$ cat src/rtl/scan_slot_scheduler_if.sv
// Bundle of command-FSM and sensor/backscatter front-end signals seen by
// the scan slot scheduler. The scheduler connects through the slave view;
// the environment driving it (command FSM, ADC, modulator) uses master.
interface scan_slot_scheduler_if #(
  parameter int ID_WIDTH = 4,
  parameter int NBITS    = 8
) ();
  logic                scan_start;
  logic [ID_WIDTH-1:0] node_id;
  logic                abort;
  logic [NBITS-1:0]    sample_data;
  logic                sample_valid;
  logic                sense_en;
  logic                sample_req;
  logic                mod_out;
  logic                busy;
  logic                done;
  logic                error;

  modport slave (
    input  scan_start, node_id, abort, sample_data, sample_valid,
    output sense_en, sample_req, mod_out, busy, done, error
  );

  modport master (
    output scan_start, node_id, abort, sample_data, sample_valid,
    input  sense_en, sample_req, mod_out, busy, done, error
  );
endinterface

$ cat src/rtl/scan_slot_scheduler.sv
// One sense-and-uplink cycle per accepted scan_start: power the front-end
// for a settle time, take one ADC sample, wait the node's TDMA slot, then
// send preamble "10" followed by the sample MSB first on mod_out.
// Every output is a register updated by the state machine below.
module scan_slot_scheduler #(
  parameter int SETTLE_CYCLES  = 16,
  parameter int SAMPLE_TIMEOUT = 64,
  parameter int SLOT_CYCLES    = 32,
  parameter int ID_WIDTH       = 4,
  parameter int NBITS          = 8,
  parameter int BIT_CYCLES     = 4
) (
  input  logic                 CLK_IN,
  input  logic                 rst_n,
  scan_slot_scheduler_if.slave bus
);

  // Slot counter is wide enough for (2^ID_WIDTH - 1) * SLOT_CYCLES.
  localparam int SW     = ID_WIDTH + $clog2(SLOT_CYCLES + 1);
  // One shared cycle counter serves SETTLE, SAMPLE and the TX bit timer.
  localparam int CMAX_A = (SETTLE_CYCLES > SAMPLE_TIMEOUT) ? SETTLE_CYCLES : SAMPLE_TIMEOUT;
  localparam int CMAX   = (CMAX_A > BIT_CYCLES) ? CMAX_A : BIT_CYCLES;
  localparam int CW     = $clog2(CMAX + 1);
  localparam int YW     = $clog2(NBITS + 2);

  typedef enum logic [2:0] {
    S_IDLE,
    S_SETTLE,
    S_SAMPLE,
    S_SLOT_WAIT,
    S_TX,
    S_DONE
  } state_t;

  state_t              state_q;
  logic [ID_WIDTH-1:0] id_q;
  logic [CW-1:0]       cnt_q;
  logic [SW-1:0]       slot_cnt_q;
  logic [YW-1:0]       sym_q;
  logic [NBITS-1:0]    shreg_q;
  logic                sense_en_q;
  logic                sample_req_q;
  logic                mod_out_q;
  logic                busy_q;
  logic                done_q;
  logic                error_q;

  logic [SW-1:0]       slot_prod;
  logic [SW-1:0]       slot_len;

  // Slot wait length: id * SLOT_CYCLES, but at least one cycle so node 0
  // still passes through SLOT_WAIT.
  assign slot_prod = SW'(id_q) * SW'(SLOT_CYCLES);
  assign slot_len  = (slot_prod == '0) ? SW'(1) : slot_prod;

  assign bus.sense_en   = sense_en_q;
  assign bus.sample_req = sample_req_q;
  assign bus.mod_out    = mod_out_q;
  assign bus.busy       = busy_q;
  assign bus.done       = done_q;
  assign bus.error      = error_q;

  // Scheduler state machine with registered Moore outputs; abort overrides all states.
  always_ff @(posedge CLK_IN or negedge rst_n) begin
    if (!rst_n) begin
      state_q      <= S_IDLE;
      id_q         <= '0;
      cnt_q        <= '0;
      slot_cnt_q   <= '0;
      sym_q        <= '0;
      shreg_q      <= '0;
      sense_en_q   <= 1'b0;
      sample_req_q <= 1'b0;
      mod_out_q    <= 1'b0;
      busy_q       <= 1'b0;
      done_q       <= 1'b0;
      error_q      <= 1'b0;
    end else begin
      done_q <= 1'b0;
      if (bus.abort) begin
        // error is deliberately left alone so a timeout stays visible
        state_q      <= S_IDLE;
        cnt_q        <= '0;
        slot_cnt_q   <= '0;
        sym_q        <= '0;
        sense_en_q   <= 1'b0;
        sample_req_q <= 1'b0;
        mod_out_q    <= 1'b0;
        busy_q       <= 1'b0;
      end else begin
        unique case (state_q)
          S_IDLE: begin
            if (bus.scan_start) begin
              id_q       <= bus.node_id;
              error_q    <= 1'b0;
              cnt_q      <= '0;
              sense_en_q <= 1'b1;
              busy_q     <= 1'b1;
              state_q    <= S_SETTLE;
            end
          end

          S_SETTLE: begin
            if (cnt_q == CW'(SETTLE_CYCLES - 1)) begin
              cnt_q        <= '0;
              sample_req_q <= 1'b1;
              state_q      <= S_SAMPLE;
            end else begin
              cnt_q <= cnt_q + CW'(1);
            end
          end

          S_SAMPLE: begin
            // A sample arriving on the last allowed edge still wins over timeout.
            if (bus.sample_valid) begin
              shreg_q      <= bus.sample_data;
              slot_cnt_q   <= '0;
              sense_en_q   <= 1'b0;
              sample_req_q <= 1'b0;
              state_q      <= S_SLOT_WAIT;
            end else if (cnt_q == CW'(SAMPLE_TIMEOUT - 1)) begin
              cnt_q        <= '0;
              error_q      <= 1'b1;
              sense_en_q   <= 1'b0;
              sample_req_q <= 1'b0;
              busy_q       <= 1'b0;
              state_q      <= S_IDLE;
            end else begin
              cnt_q <= cnt_q + CW'(1);
            end
          end

          S_SLOT_WAIT: begin
            if (slot_cnt_q == slot_len - SW'(1)) begin
              slot_cnt_q <= '0;
              cnt_q      <= '0;
              sym_q      <= '0;
              mod_out_q  <= 1'b1;  // first preamble symbol
              state_q    <= S_TX;
            end else begin
              slot_cnt_q <= slot_cnt_q + SW'(1);
            end
          end

          S_TX: begin
            if (cnt_q == CW'(BIT_CYCLES - 1)) begin
              cnt_q <= '0;
              if (sym_q == YW'(NBITS + 1)) begin
                mod_out_q <= 1'b0;
                done_q    <= 1'b1;
                state_q   <= S_DONE;
              end else begin
                sym_q <= sym_q + YW'(1);
                if (sym_q == '0) begin
                  mod_out_q <= 1'b0;  // second preamble symbol
                end else begin
                  mod_out_q <= shreg_q[NBITS-1];
                  shreg_q   <= {shreg_q[NBITS-2:0], 1'b0};
                end
              end
            end else begin
              cnt_q <= cnt_q + CW'(1);
            end
          end

          S_DONE: begin
            busy_q  <= 1'b0;
            state_q <= S_IDLE;
          end

          default: begin
            busy_q  <= 1'b0;
            state_q <= S_IDLE;
          end
        endcase
      end
    end
  end

endmodule

$ cat src/flat_wrapper.sv
// flat-port wrapper written by rule: the top's interface ports become plain ports
module scan_slot_scheduler_flat 
#(
  parameter int SETTLE_CYCLES  = 16,
  parameter int SAMPLE_TIMEOUT = 64,
  parameter int SLOT_CYCLES    = 32,
  parameter int ID_WIDTH       = 4,
  parameter int NBITS          = 8,
  parameter int BIT_CYCLES     = 4
)
  (CLK_IN, rst_n, bus_scan_start, bus_node_id, bus_abort, bus_sample_data, bus_sample_valid, bus_sense_en, bus_sample_req, bus_mod_out, bus_busy, bus_done, bus_error);
  scan_slot_scheduler_if #(.ID_WIDTH(ID_WIDTH), .NBITS(NBITS)) bus_i ();
  input  logic CLK_IN;
  input  logic rst_n;
  input wire logic [$bits(bus_i.scan_start)-1:0] bus_scan_start;
  input wire logic [$bits(bus_i.node_id)-1:0] bus_node_id;
  input wire logic [$bits(bus_i.abort)-1:0] bus_abort;
  input wire logic [$bits(bus_i.sample_data)-1:0] bus_sample_data;
  input wire logic [$bits(bus_i.sample_valid)-1:0] bus_sample_valid;
  output wire logic [$bits(bus_i.sense_en)-1:0] bus_sense_en;
  output wire logic [$bits(bus_i.sample_req)-1:0] bus_sample_req;
  output wire logic [$bits(bus_i.mod_out)-1:0] bus_mod_out;
  output wire logic [$bits(bus_i.busy)-1:0] bus_busy;
  output wire logic [$bits(bus_i.done)-1:0] bus_done;
  output wire logic [$bits(bus_i.error)-1:0] bus_error;
  assign bus_i.scan_start = bus_scan_start;
  assign bus_i.node_id = bus_node_id;
  assign bus_i.abort = bus_abort;
  assign bus_i.sample_data = bus_sample_data;
  assign bus_i.sample_valid = bus_sample_valid;
  assign bus_sense_en = bus_i.sense_en;
  assign bus_sample_req = bus_i.sample_req;
  assign bus_mod_out = bus_i.mod_out;
  assign bus_busy = bus_i.busy;
  assign bus_done = bus_i.done;
  assign bus_error = bus_i.error;
  scan_slot_scheduler #(.SETTLE_CYCLES(SETTLE_CYCLES), .SAMPLE_TIMEOUT(SAMPLE_TIMEOUT), .SLOT_CYCLES(SLOT_CYCLES), .ID_WIDTH(ID_WIDTH), .NBITS(NBITS), .BIT_CYCLES(BIT_CYCLES)) u_core (.CLK_IN(CLK_IN), .rst_n(rst_n), .bus(bus_i));
endmodule
$ cat config.mk
export PLATFORM = sky130hd
export DESIGN_NAME = scan_slot_scheduler_flat
export DESIGN_NICKNAME = d
export VERILOG_FILES = /design/src/rtl/scan_slot_scheduler_if.sv /design/src/rtl/scan_slot_scheduler.sv /design/src/flat_wrapper.sv
export SDC_FILE = /design/constraint.sdc
export NUM_CORES = 1
export LEC_CHECK = 0
export ABC_CLOCK_PERIOD_IN_PS = 3400
export CORE_AREA = 2 2 75 77
export DETAILED_ROUTE_END_ITERATION = 16
export DIE_AREA = 0 0 77 79
export GPL_ROUTABILITY_DRIVEN = 1
export PLACE_DENSITY = 0.77
export SETUP_SLACK_MARGIN = 0.2
export SYNTH_ARGS = -nofsm -noshare
export SYNTH_HDL_FRONTEND = slang
export SYNTH_SLANG_ARGS = --single-unit
export TNS_END_PERCENT = 30
$ cat constraint.sdc
create_clock -name CLK_IN -period 3.4 [get_ports CLK_IN]
set_input_delay 0.51 -clock CLK_IN [delete_from_list [all_inputs] [get_ports CLK_IN]]
set_output_delay 0.51 -clock CLK_IN [all_outputs]
set_load 0.005 [all_outputs]
==> results of run 1 <==
==> through the flow <==
stage / setup WS, ns / cells / utilization [%] / power (uW) / hold slack [ns]
detailed placement: 0.788 / 367 / 53.5 / 1370 / 0.503
CTS: 0.788 / 375 / 55.6 / 1780 / 0.370
finish: 0.795 / 375 / 55.6 / 1770 / 0.337
floorplan: 1.02 / 285 / - / 1200 / 0.214
global placement: 0.849 / 367 / 53.5 / 1350 / 0.492
global route: 0.581 / 375 / 55.6 / 1890 / 0.422
==> flip-flops by register name, indices dropped and copies added, names as in the netlist <==
signal,count
u_core.cnt_q,7
u_core.bus.sample_req,1
u_core.slot_cnt_q,10
u_core.bus.mod_out,1
u_core.bus.done,1
u_core.sym_q,4
u_core.shreg_q,8
u_core.id_q,4
u_core.bus.sense_en,1
u_core.bus.error,1
u_core.state_q,3
u_core.bus.busy,1
==> cells by family after synthesis <==
family,count (synthesis),synth area share (%)
multiplexers,16,6.45
AND/OR/NAND/NOR,105,21.1
adder cells (fa/ha/maj),5,2.41
XOR/XNOR,3,1.01
buffers and inverters,28,4.53
AO/OA/AOI/OAI,86,24.0
flip-flops,42,40.4
==> final timing paths <==
check	cells past startpoint	end	slack, ns
max in group asynchronous	1	u_core.cnt_q[5]	2.49
worst min-delay path	1	u_core.shreg_q[4]	0.34
worst min register to register	1	u_core.slot_cnt_q[2]	0.52
min in group CLK_IN	1	u_core.slot_cnt_q[2]	0.52
worst max register to register	6	u_core.cnt_q[0]	0.80
worst max-delay path	6	u_core.cnt_q[0]	0.80
==> placed cells by master, fill, tap and decap left out, types with 3 or more instances in the layout <==
cell              n
ha_1              5
mux2_2            6
nor2b_1           4
a31o_2            3
nor4_1            5
a21oi_2           3
or2_2             3
nand3_1          12
o31ai_1           3
nor2_1           32
mux2i_1          10
clkbuf_8          5
a21o_1            7
o211ai_1          3
a22o_1            8
nor3_1            8
a31oi_1           8
a211oi_1          4
dfrtp_1          42
o21ai_0          14
nand2b_1          5
clkdlybuf4s50_1  21
a21oi_1          15
buf_4             3
inv_1            13
nand2_1          18
or3_1             3
==> per-layer routing <==
metal | track usage [%] | vias up | part of all wire, %
met1 | 28.0 | 1045 | 48
met2 | 31.0 | 54 | 45
li1 | - | 1088 | -
met4 | 5.89 | 0 | 1.8
met5 | 0 | - | 0
met3 | 3.98 | 11 | 4.2
==> area by class of cell <==
class / count / area [um^2] / area share, %
clock buffers: 6 / 72.6 / 2.45
clock inverters: 2 / 37.5 / 1.26
inverters: 13 / 48.8 / 1.64
multi-input cells: 215 / 1430 / 48.2
flip-flops and latches: 42 / 1050 / 35.4
well taps: 72 / 90.1 / 3.04
repair buffers: 25 / 238 / 8.01
==> power groups by stage <==
stage | registers, uW | clock network (uW) | logic [uW]
global placement | 770 | 0 | 580
floorplan | 694 | 0 | 503
finish | 769 | 400 | 597
CTS | 767 | 408 | 599
global route | 794 | 430 | 670
detailed placement | 777 | 0 | 596
==> reports/results.txt, run 1 <==
Yosys cell types: 56
Synth area leader: dfrtp_1
Maxcap violations: 0
TNS Setup: 0 ns
First drt pass iteration count: 4
Slowest cell on crit path: or4_1
CP Class: reg2reg
Crit path DAT: 2.79 ns
Synth top area share: 40.4%
Reg2reg start: u_core.id_q[1]
Synth top cells by count: 42 x dfrtp_1, 32 x nor2_1, 18 x nand2_1, 15 x a21oi_1, 14 x o21ai_0
CP peak stage delay: 0.61 ns
Critical Path RT: 3.58 ns
WL final: 5510 um
Syn Area/Cell: 9.12 um^2
Clock network fraction of design power: 22.6%
Die height: 79 um
Switching Share: 36.1%
Clock period minus worst slack: 2.60 ns
CP bufs+invs: 0
Core area: 5340 um^2
Filler cell count: 517
Die area: 6080 um^2
Critical Path Start Type: flip-flop
IO Port Bufs: 22
Fmax: 384 MHz
#FFs+latches synth: 42
Setup violators final: 0
Max-slew violations: 0
Placed instance area: 2860 um^2
Final Hold Violating Endpoints: 0
Most common cell in the netlist: dfrtp_1
Synthesized area: 2600 um^2
EDFF count, synth: 0
Routability cong.: 0.911
Post-DP HPWL: 3830 um
Headroom to the max-slew limit: 38.8%
Number of global-route vias before repair: 2085
Maximum number of pins on one net before global-route repair: 43
CTS clk-pin slew, worst paths: 0.09 ns
CTS root buffer: clkbuf_8
Initial antenna violation count: 0
Reg power frac: 43.6%
PostCTS Resize Cnt: 0
Worst-path cell chain: or4_1 > nor3_1 > a21o_1 > o2111a_1 > o21ai_1 > a22o_1
DRC: 0
Clk sinks: 42
Antenna cells: 0
Post-DRT Antenna Nets: 0
Sw power: 638 uW
Skew-Pair Late Insertion Delay: 0.30 ns
Drt wl/cell: 14.7 um
Layout Skew: 0.0121 ns
Initial Util: 48.7%
Global-route wire length before repair: 9740 um
YS warnings: 0
Final Cell Area: 2970 um^2
IO Pins: 23
Largest delay share family, worst path: compound AO/OA/AOI/OAI gates
Nets: 324
Row cnt: 27
Ys flop type: dfrtp_1
Worst-path fanout max: 9
Crit path capture type: flip-flop
Logic pwr share: 33.8%
Routed via count: 2198
Period utilization: 76.6%
Min-Delay Path Class: in2async
Post-Syn Nets: 307
Total CTS buffers: 5
Maximum vdd drop: 0.000329 V
Leakage power: 0.00126 uW
Pint: 1130 uW
Share of the yosys chip area belonging to registers: 40.4%
Die extent in x: 77 um
TritonCTS clock tree: built
RSZ-0062 raised after global routing: no
Vias/cell: 5.86
CP startpoint: u_core.id_q[1]
Total grt overflow: 0
Measured slew at the worst slew-check pin: 0.918 ns
Status: finished, final reports clean
GRT Total Usage: 19.8%
Area Growth Syn to Fin: 14.2%
CTS Hold Bufs: 0
PD cells: 595 nW/um^2
Synth area leaders: dfrtp_1 40%, nor2_1 4.6%, mux2i_1 3.9%, a21oi_1 2.9%, a22o_1 2.7%
DRT iter0 DRCs: 173
Clk buf depth: 2
H-tree Lvls: 2
Post-CTS setup buffers: 0
Async S/R FF share, synth: 100%
Fraction of layout cells with a size suffix above 1: 10.6%
Mapped Cells: 285
Note: power is estimated with default switching activity, not from simulation.
==> run 2: changes to the inputs <==
- ABC_CLOCK_PERIOD_IN_PS: 3400 -> 2100
- PLACE_DENSITY: 0.77 -> 0.8
- clock period: 3.4 -> 2.1 ns (I/O delays scaled with it)
==> run 2 against run 1 <==
- the flow now finishes with violations (negative setup slack)
- critical path depth grew 2
- power grew 90%
- critical path type unchanged
- sequential share of layout area shrank 5.8 points
==> reports/results.txt, run 2 (synthesis gave the netlist of run 1 again) <==
Post-DRT Antenna Nets: 0 (unchanged)
Filler cell count: 420 (-19%)
PD cells: 947 nW/um^2 (+59%)
Final WS setup: -0.132 ns (-0.927 ns)
Setup violators final: 14 (+14)
Routed via count: 2456 (+12%)
TritonCTS clock tree: built
Utilization of the core after routing: 66.5% (+11 points)
Leakage power: 0.00155 uW (+24%)
Min-Delay Path Class: reg2reg
RSZ-0062 raised after global routing: yes
Skew-Pair Late Insertion Delay: 0.30 ns (about the same)
Clk buf depth: 2 (unchanged)
Routability cong.: 0.876 (-3.8%)
Failing checks: negative setup slack
Crit path DAT: 2.47 ns (-0.32 ns)
DRC: 0 (unchanged)
Initial Util: 48.7% (unchanged)
IO Port Bufs: 22 (unchanged)
Largest delay share family, worst path: simple AND/OR/NAND/NOR gates
Global-route wire length before repair: 11200 um (+15%)
CP peak stage delay: 0.46 ns (-0.15 ns)
Biggest register: u_core.slot_cnt_q
Max reg flops: 10 (unchanged)
Vias/cell: 5.75 (-1.9%)
Drt wl/cell: 15.5 um (+5.8%)
Fraction of layout cells with a size suffix above 1: 31.5% (+21 points)
IO Pins: 23 (unchanged)
Maximum number of pins on one net before global-route repair: 43 (unchanged)
Maxcap violations: 0 (unchanged)
Hold WS: 0.506 ns (+0.169 ns)
Critical Path Start Type: flip-flop
Die height: 79 um (unchanged)
Antenna cells: 0 (unchanged)
Post-Place Worst Slack: -0.222 ns (-1.01 ns)
Total Power: 3360 uW (+90%)
Critical Path RT: 2.34 ns (-1.24 ns)
Worst-path fanout max: 4 (-5)
H-tree Lvls: 2 (unchanged)
Clock period minus worst slack: 2.23 ns (-0.373 ns)
Die extent in x: 77 um (unchanged)
CP Class: reg2reg
Biggest regs: u_core.slot_cnt_q (10), u_core.shreg_q (8), u_core.cnt_q (7)
Final Hold Violating Endpoints: 0 (unchanged)
Status: complete, but fails checks
Total grt overflow: 0 (unchanged)
Maximum vdd drop: 0.000653 V (+99%)
Row cnt: 27 (unchanged)
Core area: 5340 um^2 (unchanged)
Area Growth Syn to Fin: 36.7%
Measured slew at the worst slew-check pin: 0.460 ns (-0.457 ns)
Area occupied by multi-input gates: 1590 um^2 (+11%)
Crit path capture type: flip-flop
WL final: 6630 um (+20%)
Layout Skew: 0.0109 ns (-0.00126 ns)
Reg area: 1050 um^2 (+0.12%)
Nets: 376 (+16%)
Initial antenna violation count: 0 (unchanged)
CTS root buffer: clkbuf_8
Most frequent cells in the layout: 47 x buf_4, 41 x dfrtp_1, 27 x nor2_1
Total CTS buffers: 5 (unchanged)
Clk sinks: 42 (unchanged)
CP bufs+invs: 1 (+1)
Headroom to the max-slew limit: 69.2% (+30 points)
Die area: 6080 um^2 (unchanged)
DRT iter0 DRCs: 163 (-5.8%)
Fmax: 448 MHz (+17%)
GRT Total Usage: 22.8% (+3.0 points)
Post-DP HPWL: 4530 um (+18%)
Slowest cell on crit path: or4b_4
First drt pass iteration count: 4 (unchanged)
CTS clk-pin slew, worst paths: 0.09 ns (about the same)
Max-slew violations: 0 (unchanged)
Period utilization: 106% (+30 points)
Worst-path cell chain: ha_2 > or4b_4 > or3_4 > o32a_1 > nor3_4 > buf_4 > nor2_1 > a21oi_2
Most common cell after layout, fill and taps aside: buf_4
Number of global-route vias before repair: 2400 (+15%)
[run 2: cell types whose count changed in the layout (fill, tap and decap cells not counted), sizes merged]
cell and change:
buf +51, dlygate4sd3 +1
[run 2: metal layers]
metal  vias up  share of wire, %  GRT usage [%]
met4         0               1.6           6.43
met1      1199                46           30.1
met2        53                49           38.8
met5         -                 0              0
li1       1194                 -              -
met3        10               2.8           4.09
[run 2: worst paths after layout]
check	start	endpoint	slack (ns)	depth (start not counted)
hold / removal	u_core.bus.error	u_core.bus.error	0.51	1
max in group asynchronous	rst_n	u_core.slot_cnt_q[3]	1.35	3
min in group asynchronous	rst_n	u_core.slot_cnt_q[2]	0.53	3
setup / recovery	u_core.cnt_q[0]	u_core.shreg_q[7]	-0.13	8
hold reg to reg	u_core.bus.error	u_core.bus.error	0.51	1
setup reg to reg	u_core.cnt_q[0]	u_core.shreg_q[7]	-0.13	8
[run 2: worst reg2reg max path: stages, from the launching register on]
cell and delay, ns:
dfrtp_1 0.36, ha_2 0.17, or4b_4 0.46, or3_4 0.34, o32a_1 0.32, nor3_4 0.19
buf_4 0.18, nor2_1 0.05, a21oi_2 0.09
[run 2: report_power, final]
group          switching [uW]  internal (uW)  total, uW  leakage (uW)
Clock                     291            355        646     0.0000514
Sequential                154            999       1150      0.000548
Combinational             777            787       1560      0.000952
Total                    1220           2140       3360       0.00155
[run 2: layout make-up]
cell class	count	area share, %
multi-input combinational	215	44.6
sequential	42	29.6
timing repair buffer	77	18.7
tap	72	2.54
clock buffer	6	2.04
inverter	13	1.37
clock inverter	2	1.06
[run 2: stage by stage]
step	TNS, ns	cell area, um^2	std cells
finish	-1.22	3550	427
global route	-2.63	3550	427
CTS	-1.08	3490	426
detailed placement	-3.56	3250	413
global placement	-2.71	3250	413
floorplan	-2.38	2650	285
[run 2: timing repair]
action                                  CTS  global route
hold buffers                              1             0
endpoints found under the hold margin    42             0
gates resized for setup                  22            14
pin swaps                                12             7
buffers inserted                          4             1
gates cloned                              0             0
endpoints found under the setup margin   35            36
